<file path="src/rtl/match_ctrl_pkg.sv">
// Shared definitions for the match controller: state encoding, winner codes
// and the BCD digit width used by the score conversion.
package match_ctrl_pkg;

  typedef enum logic [2:0] {
    S_ATTRACT,
    S_SERVE,
    S_PLAY,
    S_POINT,
    S_CHECK,
    S_OVER
  } state_t;

  localparam logic [1:0] WIN_NONE  = 2'b00;
  localparam logic [1:0] WIN_LEFT  = 2'b01;
  localparam logic [1:0] WIN_RIGHT = 2'b10;

  localparam int unsigned BCD_DIGIT_W = 4;

endpackage

</file>
<file path="src/rtl/bcd2bin8.sv">
// Combinational two-digit BCD to binary conversion (tens*10 + units).
module bcd2bin8
  import match_ctrl_pkg::*;
(
  input  logic [2*BCD_DIGIT_W-1:0] i_bcd,
  output logic [6:0]               o_bin
);

  logic [6:0] w_tens;
  logic [6:0] w_units;

  always_comb begin
    w_tens  = 7'(i_bcd[2*BCD_DIGIT_W-1:BCD_DIGIT_W]);
    w_units = 7'(i_bcd[BCD_DIGIT_W-1:0]);
    o_bin   = (w_tens << 3) + (w_tens << 1) + w_units;
  end

endmodule

</file>
<file path="src/rtl/match_ctrl.sv">
// Match sequencing for a two-player paddle game: serve pauses, point scoring
// pulses to the BCD score keepers, win detection and attract/game-over flow.
module match_ctrl
  import match_ctrl_pkg::*;
#(
  parameter logic [7:0]  WIN_SCORE   = 8'h11,
  parameter int unsigned HOLD_FRAMES = 60,
  parameter int unsigned ADD_PULSE   = 4
) (
  input  logic       clk,
  input  logic       negreset,
  input  logic       frametick,
  input  logic       start,
  input  logic       missA,
  input  logic       missB,
  input  logic [7:0] scoreA,
  input  logic [7:0] scoreB,
  output logic       score_addA,
  output logic       score_addB,
  output logic       score_reset,
  output logic       ball_enable,
  output logic       serve_side,
  output logic [1:0] winner
);

  localparam int unsigned FRAME_W = $clog2(4 * HOLD_FRAMES + 1);
  localparam int unsigned PULSE_W = $clog2(ADD_PULSE + 1);
  localparam logic [6:0]  WIN_BIN = 7'(int'(WIN_SCORE[2*BCD_DIGIT_W-1:BCD_DIGIT_W]) * 10
                                       + int'(WIN_SCORE[BCD_DIGIT_W-1:0]));

  state_t               r_state, w_state_nxt;
  logic [FRAME_W-1:0]   r_frames, w_frames_nxt;
  logic [PULSE_W-1:0]   r_pulse_cnt, w_pulse_nxt;
  logic                 r_pulse_done, w_done_nxt;
  logic                 r_award, w_award_nxt;
  logic                 r_srst_hold, w_srst_hold_nxt;
  logic                 r_start_s1, r_start_s2, r_start_d;
  logic                 r_missA_d, r_missB_d;
  logic                 r_add_a, w_add_a_nxt;
  logic                 r_add_b, w_add_b_nxt;
  logic                 r_score_reset, w_srst_nxt;
  logic                 r_ball, w_ball_nxt;
  logic                 r_serve, w_serve_nxt;
  logic [1:0]           r_winner, w_winner_nxt;

  logic                 w_start_edge, w_missA_edge, w_missB_edge;
  logic [6:0]           w_a_bin, w_b_bin;

  bcd2bin8 u_bcd_a (.i_bcd(scoreA), .o_bin(w_a_bin));
  bcd2bin8 u_bcd_b (.i_bcd(scoreB), .o_bin(w_b_bin));

  assign w_start_edge = r_start_s2 & ~r_start_d;
  assign w_missA_edge = missA & ~r_missA_d;
  assign w_missB_edge = missB & ~r_missB_d;

  always_comb begin
    w_state_nxt     = r_state;
    w_frames_nxt    = r_frames;
    w_pulse_nxt     = r_pulse_cnt;
    w_done_nxt      = r_pulse_done;
    w_award_nxt     = r_award;
    w_srst_hold_nxt = 1'b0;
    w_srst_nxt      = r_srst_hold;
    w_add_a_nxt     = 1'b0;
    w_add_b_nxt     = 1'b0;
    w_ball_nxt      = 1'b0;
    w_serve_nxt     = r_serve;
    w_winner_nxt    = r_winner;
    case (r_state)
      S_ATTRACT: w_ball_nxt = 1'b1;
      S_SERVE: begin
        if (frametick) begin
          if (r_frames == FRAME_W'(HOLD_FRAMES - 1)) begin
            w_state_nxt  = S_PLAY;
            w_ball_nxt   = 1'b1;
            w_frames_nxt = '0;
          end else begin
            w_frames_nxt = r_frames + 1'b1;
          end
        end
      end
      S_PLAY: begin
        w_ball_nxt = 1'b1;
        if (w_missA_edge && w_missB_edge) begin
          w_state_nxt  = S_SERVE;
          w_ball_nxt   = 1'b0;
          w_frames_nxt = '0;
        end else if (w_missA_edge || w_missB_edge) begin
          w_state_nxt = S_POINT;
          w_ball_nxt  = 1'b0;
          w_award_nxt = w_missA_edge;
          w_add_a_nxt = w_missB_edge;
          w_add_b_nxt = w_missA_edge;
          w_pulse_nxt = '0;
          w_done_nxt  = 1'b0;
        end
      end
      S_POINT: begin
        // The pulse is raised on entry; only frameticks after it ends may advance.
        if (!r_pulse_done) begin
          if (r_pulse_cnt == PULSE_W'(ADD_PULSE - 1)) begin
            w_done_nxt = 1'b1;
          end else begin
            w_pulse_nxt = r_pulse_cnt + 1'b1;
            w_add_a_nxt = ~r_award;
            w_add_b_nxt = r_award;
          end
        end else if (frametick) begin
          w_state_nxt = S_CHECK;
          w_serve_nxt = ~r_award;
        end
      end
      S_CHECK: begin
        w_state_nxt  = S_SERVE;
        w_frames_nxt = '0;
        if (scoreA == 8'h99 || scoreB == 8'h99) begin
          w_state_nxt  = S_OVER;
          w_winner_nxt = (w_a_bin >= w_b_bin) ? WIN_LEFT : WIN_RIGHT;
        end else if (w_a_bin >= WIN_BIN && w_a_bin >= w_b_bin + 7'd2) begin
          w_state_nxt  = S_OVER;
          w_winner_nxt = WIN_LEFT;
        end else if (w_b_bin >= WIN_BIN && w_b_bin >= w_a_bin + 7'd2) begin
          w_state_nxt  = S_OVER;
          w_winner_nxt = WIN_RIGHT;
        end
      end
      S_OVER: begin
        if (frametick) begin
          if (r_frames == FRAME_W'(4 * HOLD_FRAMES - 1)) begin
            w_state_nxt  = S_ATTRACT;
            w_ball_nxt   = 1'b1;
            w_frames_nxt = '0;
          end else begin
            w_frames_nxt = r_frames + 1'b1;
          end
        end
      end
      default: w_state_nxt = S_ATTRACT;
    endcase
    if (w_start_edge && (r_state == S_ATTRACT || r_state == S_OVER)) begin
      w_state_nxt     = S_SERVE;
      w_frames_nxt    = '0;
      w_ball_nxt      = 1'b0;
      w_srst_nxt      = 1'b1;
      w_srst_hold_nxt = 1'b1;
      w_winner_nxt    = WIN_NONE;
      w_serve_nxt     = 1'b0;
    end
  end

  always_ff @(posedge clk or negedge negreset) begin
    if (!negreset) begin
      r_state       <= S_ATTRACT;
      r_frames      <= '0;
      r_pulse_cnt   <= '0;
      r_pulse_done  <= 1'b0;
      r_award       <= 1'b0;
      r_srst_hold   <= 1'b0;
      r_start_s1    <= 1'b0;
      r_start_s2    <= 1'b0;
      r_start_d     <= 1'b0;
      r_missA_d     <= 1'b0;
      r_missB_d     <= 1'b0;
      r_add_a       <= 1'b0;
      r_add_b       <= 1'b0;
      r_score_reset <= 1'b1;
      r_ball        <= 1'b0;
      r_serve       <= 1'b0;
      r_winner      <= WIN_NONE;
    end else begin
      r_state       <= w_state_nxt;
      r_frames      <= w_frames_nxt;
      r_pulse_cnt   <= w_pulse_nxt;
      r_pulse_done  <= w_done_nxt;
      r_award       <= w_award_nxt;
      r_srst_hold   <= w_srst_hold_nxt;
      r_start_s1    <= start;
      r_start_s2    <= r_start_s1;
      r_start_d     <= r_start_s2;
      r_missA_d     <= missA;
      r_missB_d     <= missB;
      r_add_a       <= w_add_a_nxt;
      r_add_b       <= w_add_b_nxt;
      r_score_reset <= w_srst_nxt;
      r_ball        <= w_ball_nxt;
      r_serve       <= w_serve_nxt;
      r_winner      <= w_winner_nxt;
    end
  end

  assign score_addA  = r_add_a;
  assign score_addB  = r_add_b;
  assign score_reset = r_score_reset;
  assign ball_enable = r_ball;
  assign serve_side  = r_serve;
  assign winner      = r_winner;

endmodule

</file>
<file path="config.mk">
export PLATFORM = sky130hd
export DESIGN_NAME = match_ctrl
export DESIGN_NICKNAME = d
export VERILOG_FILES = /design/src/rtl/match_ctrl_pkg.sv /design/src/rtl/bcd2bin8.sv /design/src/rtl/match_ctrl.sv
export SDC_FILE = /design/constraint.sdc
export NUM_CORES = 1
export LEC_CHECK = 0
export BUFFER_PORTS_ARGS = -buffer_cell sky130_fd_sc_hd__clkbuf_2
export CAP_MARGIN = 30
export CORE_UTILIZATION = 40
export DETAILED_ROUTE_END_ITERATION = 12
export HOLD_SLACK_MARGIN = 0.1
export SLEW_MARGIN = 20
export SYNTH_ARGS = -nofsm -noshare
export SYNTH_HDL_FRONTEND = slang
export SYNTH_SLANG_ARGS = --single-unit
export TNS_END_PERCENT = 1
</file>
<file path="constraint.sdc">
create_clock -name clk -period 3.87 [get_ports clk]
set_clock_uncertainty 0.2 [all_clocks]
set_input_delay 0.1935 -clock clk [delete_from_list [all_inputs] [get_ports clk]]
set_output_delay 0.1935 -clock clk [all_outputs]
set_load 0.01 [all_outputs]
</file>
==> impl_metrics.tcl, run 1 <==
set metrics [dict create \
    synthTopCellsByArea "dfrtp_1 (27%), ha_1 (21%), a21oi_1 (4.3%), xnor2_1 (4.1%), o21ai_0 (3.3%)" \
    synth_ff_type "dfrtp_1" \
    overflow 0 \
    hold_class "in2reg" \
    cts.sinks 29 \
    relSlewSlack 0.523 \
    period_share 0.878 \
    cp-startpoint "scoreB[3]" \
    dieArea_sq_mm 0.00676 \
    crit_type "in2reg" \
    synth_top_area_frac 0.272 \
    slew_violations 0 \
    grt_pass1_vias 2025 \
    ys_seq_elements 29 \
    fp-row-count 28 \
    yosys_warnings 0 \
    antenna_found_initial 0 \
    syn_area_sq_mm 0.00257 \
    synth_edf_count 0 \
    reg2regPathDepth 7 \
    core_area_sq_mm 0.00606 \
    place_area_sq_mm 0.00281 \
    viasPerCell 5.27 \
    clkTransAtPathRegs_ps 60 \
    route.detailed.drc 0 \
    ir_drop_uv 329 \
    cts.root.buffer_cell "clkbuf_8" \
    routedWlPerCell_microns 13.1 \
    maxCapViolCount 0 \
    mostFrequentLayoutCell "ha_1" \
    synth_cells 283 \
    power_density_mw_per_mm2 502 \
    clockBufferDepth 2 \
    synthToLayoutAreaGrowth_pct 13.8 \
    dp.final_hpwl_microns 4160 \
    rsz0062_at_grt "false" \
    start_util 0.425 \
    drtPass1Iterations 4 \
    synth_largest_area_cell "dfrtp_1" \
    diodes 0 \
    final_cell_mix "ha_1 (44), dfrtp_1 (28), clkbuf_2 (28)" \
    fin_area_sq_mm 0.00293 \
    port_buffers 28 \
    layout.nets 391 \
    r2r-start "r_state[2]" \
    setup_violations 0 \
    grt_pass1_wl_microns 9280 \
    required_ps 3860 \
    final_cells 397 \
    htreeDepth 2 \
    yosysSeqAreaShare 0.282 \
    min_path_cells 3 \
    ys_types 52 \
    cp-end-kind "flop" \
    synth_fp_nets 353 \
    worstPathArrival_ps 3390 \
    status "complete, no violations" \
    hp-start "frametick" \
    grt_usage 0.180 \
    clkLatencyLatePin_ps 280 \
    avgSynthCellArea_sq_um 9.09 \
    worstSetupStartpointType "input port" \
    numCtsBuffers 5 \
    drt-total-wl_microns 5180 \
    cts_tree "yes" \
    dp.cells 385 \
    fin_crit_ps 3400 \
    io_pins 29 \
    worst_pin_slew_ps 716 \
    crit_fanout 4 \
    p_leak_uw 0.00147 \
    antenna_left 0 \
    grt_max_degree 30 \
    drtIter0Drc 59 \
    die_h_microns 82.2 \
    die_w_microns 82.2 \
    synth_async_sr_flop_share 1.00 \
    hold_viol 0 \
    vias 2093 \
    fmax_mhz 294 \
    tns_ps 0 \
    drive_above_1_share 0.134 \
    fin_util 0.483 \
    gp_congestion 0.838 \
]
## routing by layer
layer / GRT usage / share of wire / vias to the layer above / routed length, microns
met3: 0.0363 / 0.026 / 6 / 136
met4: 0.0316 / 0.0056 / 0 / 29
met2: 0.267 / 0.42 / 22 / 2200
met1: 0.269 / 0.54 / 962 / 2820
li1: - / - / 1103 / -
met5: 0 / 0 / - / 0
## registers in the layout (all words and copies together) (netlist names), 2 cells and up
register / cells
r_frames: 8
r_state: 3
winner: 2
r_pulse_cnt: 3
## path summary, 6_finish.rpt
| kind | to | slack, ps |
|---|---|---|
| setup / recovery | winner[1] | 470 |
| hold / removal | r_state[2] | 140 |
| setup reg to reg | r_frames[3] | 1530 |
| hold reg to reg | r_start_s2 | 150 |
| max in group asynchronous | r_state[0] | 2710 |
| min in group asynchronous | r_frames[4] | 300 |
## synth_stat cells, types with 3 or more instances
cell type,instances
a21o_1,10
a21oi_1,22
dfrtp_1,28
fa_1,4
ha_1,44
inv_1,18
nand2_1,22
nand2b_1,7
nand3_1,9
nand4_1,3
nor2_1,18
nor2b_1,5
nor3_1,5
nor4_1,3
o211ai_1,3
o21ai_0,17
o31ai_1,3
or3_1,5
xnor2_1,12
xor2_1,5
## through the flow
stage          total power, uW  hold WS, ps  setup WS (ps)
2_1_floorplan             1030         -302            633
3_3_place_gp              1220         80.8            281
3_5_place_dp              1240         95.8            218
4_1_cts                   1490          129            484
5_1_grt                   1630          151            215
6_report                  1470          135            473
## area by class of cell
class | count | area [sq um]
inverter | 19 | 76.3
timing repair buffer | 35 | 203
fill | 595 | 3130
multi-input combinational | 231 | 1750
clock buffer | 6 | 72.6
tap | 75 | 93.8
sequential | 29 | 727
clock inverter | 2 | 10.0
## critical path: stages
cell and delay [ps]:
clkbuf_2 100, fa_1 520, fa_1 640, inv_1 100, nor3_1 280, nand3_1 170, xnor2_1 160, ha_1 290
nand2_1 60, o21ai_0 180, a21oi_1 60, a21o_1 190, o22ai_1 230, a2bb2oi_1 200
## kinds of logic after synthesis
kind of cell / synth area share
flops: 0.282
fa+ha+maj: 0.245
mux: 0.00437
buf+inv: 0.0394
compound gates: 0.187
simple gates: 0.184
xor+xnor: 0.0579
## power breakdown
part           switching (uW)  internal (uW)  leakage [uW]
logic                     414            336       0.00104
registers                91.9            389      0.000376
clock network             115            124     0.0000450
## repair_timing
action                    CTS  global route
resized for setup           0             0
hold buffers                4             0
hold endpoints to repair   32             0
setup buffers               0             0
Power figures use the tool's default switching activity.
==> run 2, diff against run 1 <==
--- a/config.mk
+++ b/config.mk
@@ -10,6 +10,7 @@
 export CORE_UTILIZATION = 40
 export DETAILED_ROUTE_END_ITERATION = 12
 export HOLD_SLACK_MARGIN = 0.1
+export REMOVE_ABC_BUFFERS = 1
 export SLEW_MARGIN = 20
 export SYNTH_ARGS = -nofsm -noshare
 export SYNTH_HDL_FRONTEND = slang
==> constraint.sdc (replaced) <==
create_clock -name clk -period 3.87 [get_ports clk]
set_clock_uncertainty 0.2 [all_clocks]
set_input_delay 0.774 -clock clk [delete_from_list [all_inputs] [get_ports clk]]
set_output_delay 0.774 -clock clk [all_outputs]
set_load 0.01 [all_outputs]
==> run 2 against run 1 <==
  * Routed wire length increased by 2.2%
  * Clock power hardly changed
  * Via count grew 3.2%
  * Final cell count grew 3.5%
  * Setup slack lost 290 ps
  * Register-to-register slack lost 50 ps
  * Flip-flop and latch count is the same
  * Non-clock buffer count rose by 14
  * Core utilization increased by 2.0 points
  * Largest cell class unchanged
  * Largest power group unchanged
==> impl_metrics.tcl, run 2 (synthesis results as in run 1) <==
set metrics [dict create \
    n_fill_cell 588 \
    cts.root.buffer_cell "clkbuf_8" \
    ir_drop_uv 275 \
    slew_violations 0 \
    dp.cells 403 \
    drt-total-wl_microns 5300 \
    start_util 0.425 \
    cts.sinks 29 \
    final_cell_mix "ha_1 (44), dfrtp_1 (28), clkbuf_2 (28)" \
    grt_pass1_wl_microns 9210 \
    drtIter0Drc 92 \
    setup_violations 0 \
    gp_congestion 0.834 \
    drive_above_1_share 0.190 \
    p_leak_uw 0.00154 \
    worstPathArrival_ps 3650 \
    fmax_mhz 271 \
    diodes 0 \
    grt_usage 0.177 \
    status "complete, no violations" \
    clkTransAtPathRegs_ps 60 \
    grt_max_degree 30 \
    clockBufferDepth 2 \
    crit_type "in2reg" \
    setup_ws_ps 183 \
    reg_top3 "r_frames x8, r_pulse_cnt x3, r_state x3" \
    largest_reg_flops 8 \
    antenna_found_initial 0 \
    hold_class "reg2reg" \
    worstSetupStartpointType "input port" \
    htreeDepth 2 \
    vias 2159 \
    r2r_slack_ps 1480 \
    power_density_mw_per_mm2 494 \
    numCtsBuffers 5 \
    relSlewSlack 0.526 \
    regMostFlops "r_frames" \
    viasPerCell 5.25 \
    port_buffers 28 \
    core_area_sq_mm 0.00606 \
    grt_pass1_vias 2081 \
    crit_fanout 3 \
    io_pins 29 \
    clkLatencyLatePin_ps 280 \
    mostFrequentLayoutCell "ha_1" \
    tns_ps 0 \
    rsz0062_at_grt "false" \
    dp.final_hpwl_microns 4210 \
    cp-end-kind "flop" \
    cts_tree "yes" \
    route.detailed.drc 0 \
    dieArea_sq_mm 0.00676 \
    hold_buffers 0 \
    die_w_microns 82.2 \
    drtPass1Iterations 4 \
    hold_viol 0 \
    worst_pin_slew_ps 711 \
    fin_area_sq_mm 0.00305 \
    fp-row-count 28 \
    required_ps 3830 \
    place_area_sq_mm 0.00294 \
    fin_crit_ps 3690 \
    die_h_microns 82.2 \
    overflow 0 \
    antenna_left 0 \
    maxCapViolCount 0 \
    pre_cts_ws_ps -237 \
    routedWlPerCell_microns 12.9 \
    synthToLayoutAreaGrowth_pct 18.4 \
    layout.nets 405 \
    holdWs_ps 153 \
    final_cells 411 \
    period_share 0.953 \
]
==> run 2: cell count changes in the layout (fill, tap and decap cells not counted), sizes merged <==
cell and change:
buf +18, dlygate4sd3 -4, clkbuf +2, clkinv -2
==> run 2: critical path: stages <==
cell and delay (ps):
clkbuf_2 100, fa_1 530, fa_2 410, a21o_1 180, a21oi_1 160, xnor2_1 160, inv_1 90, xnor2_1 180
ha_1 260, a21oi_1 110, o21ai_0 80, a21oi_1 130, a21o_1 170, o22ai_2 110, nand3b_1 190
==> run 2: power breakdown <==
| group | switching [uW] | internal (uW) |
|---|---|---|
| logic | 419 | 366 |
| registers | 94.6 | 389 |
| clock network | 108 | 127 |
==> run 2: repair_timing <==
item                                   in CTS  in global routing
setup endpoints to repair                   0                  3
endpoints found under the hold margin       0                  0
buffers inserted                            0                  0
gates resized for setup                     0                  5
==> run 2: stage by stage <==
stage / util / total power, uW
2_1_floorplan: - / 1020
3_3_place_gp: 0.485 / 1250
3_5_place_dp: 0.485 / 1260
4_1_cts: 0.498 / 1510
5_1_grt: 0.503 / 1670
6_report: 0.503 / 1500
==> run 2: area by class of cell <==
cell class	count	area (sq um)	share of cell area
inverters	19	76.3	0.0251
multi-input cells	231	1770	0.582
repair buffers	49	298	0.0977
well taps	75	93.8	0.0308
clock buffers	8	80.1	0.0263
flip-flops and latches	29	727	0.239
==> run 2: final timing paths <==
| kind | start | to | cells after the start |
|---|---|---|---|
| setup / recovery | scoreB[6] | r_state[2] | 15 |
| min in group asynchronous | negreset | r_frames[1] | 1 |
| hold / removal | r_start_s1 | r_start_s2 | 0 |
| max in group asynchronous | negreset | winner[0] | 1 |
| setup reg to reg | r_state[2] | r_frames[3] | 7 |
| hold reg to reg | r_start_s1 | r_start_s2 | 0 |
==> run 2: layer usage <==
metal,vias up,global-route usage,routed length [microns]
li1,1131,-,-
met1,984,0.254,2810
met2,40,0.274,2290
met3,4,0.0363,178
met4,0,0.0368,28
met5,-,0,0
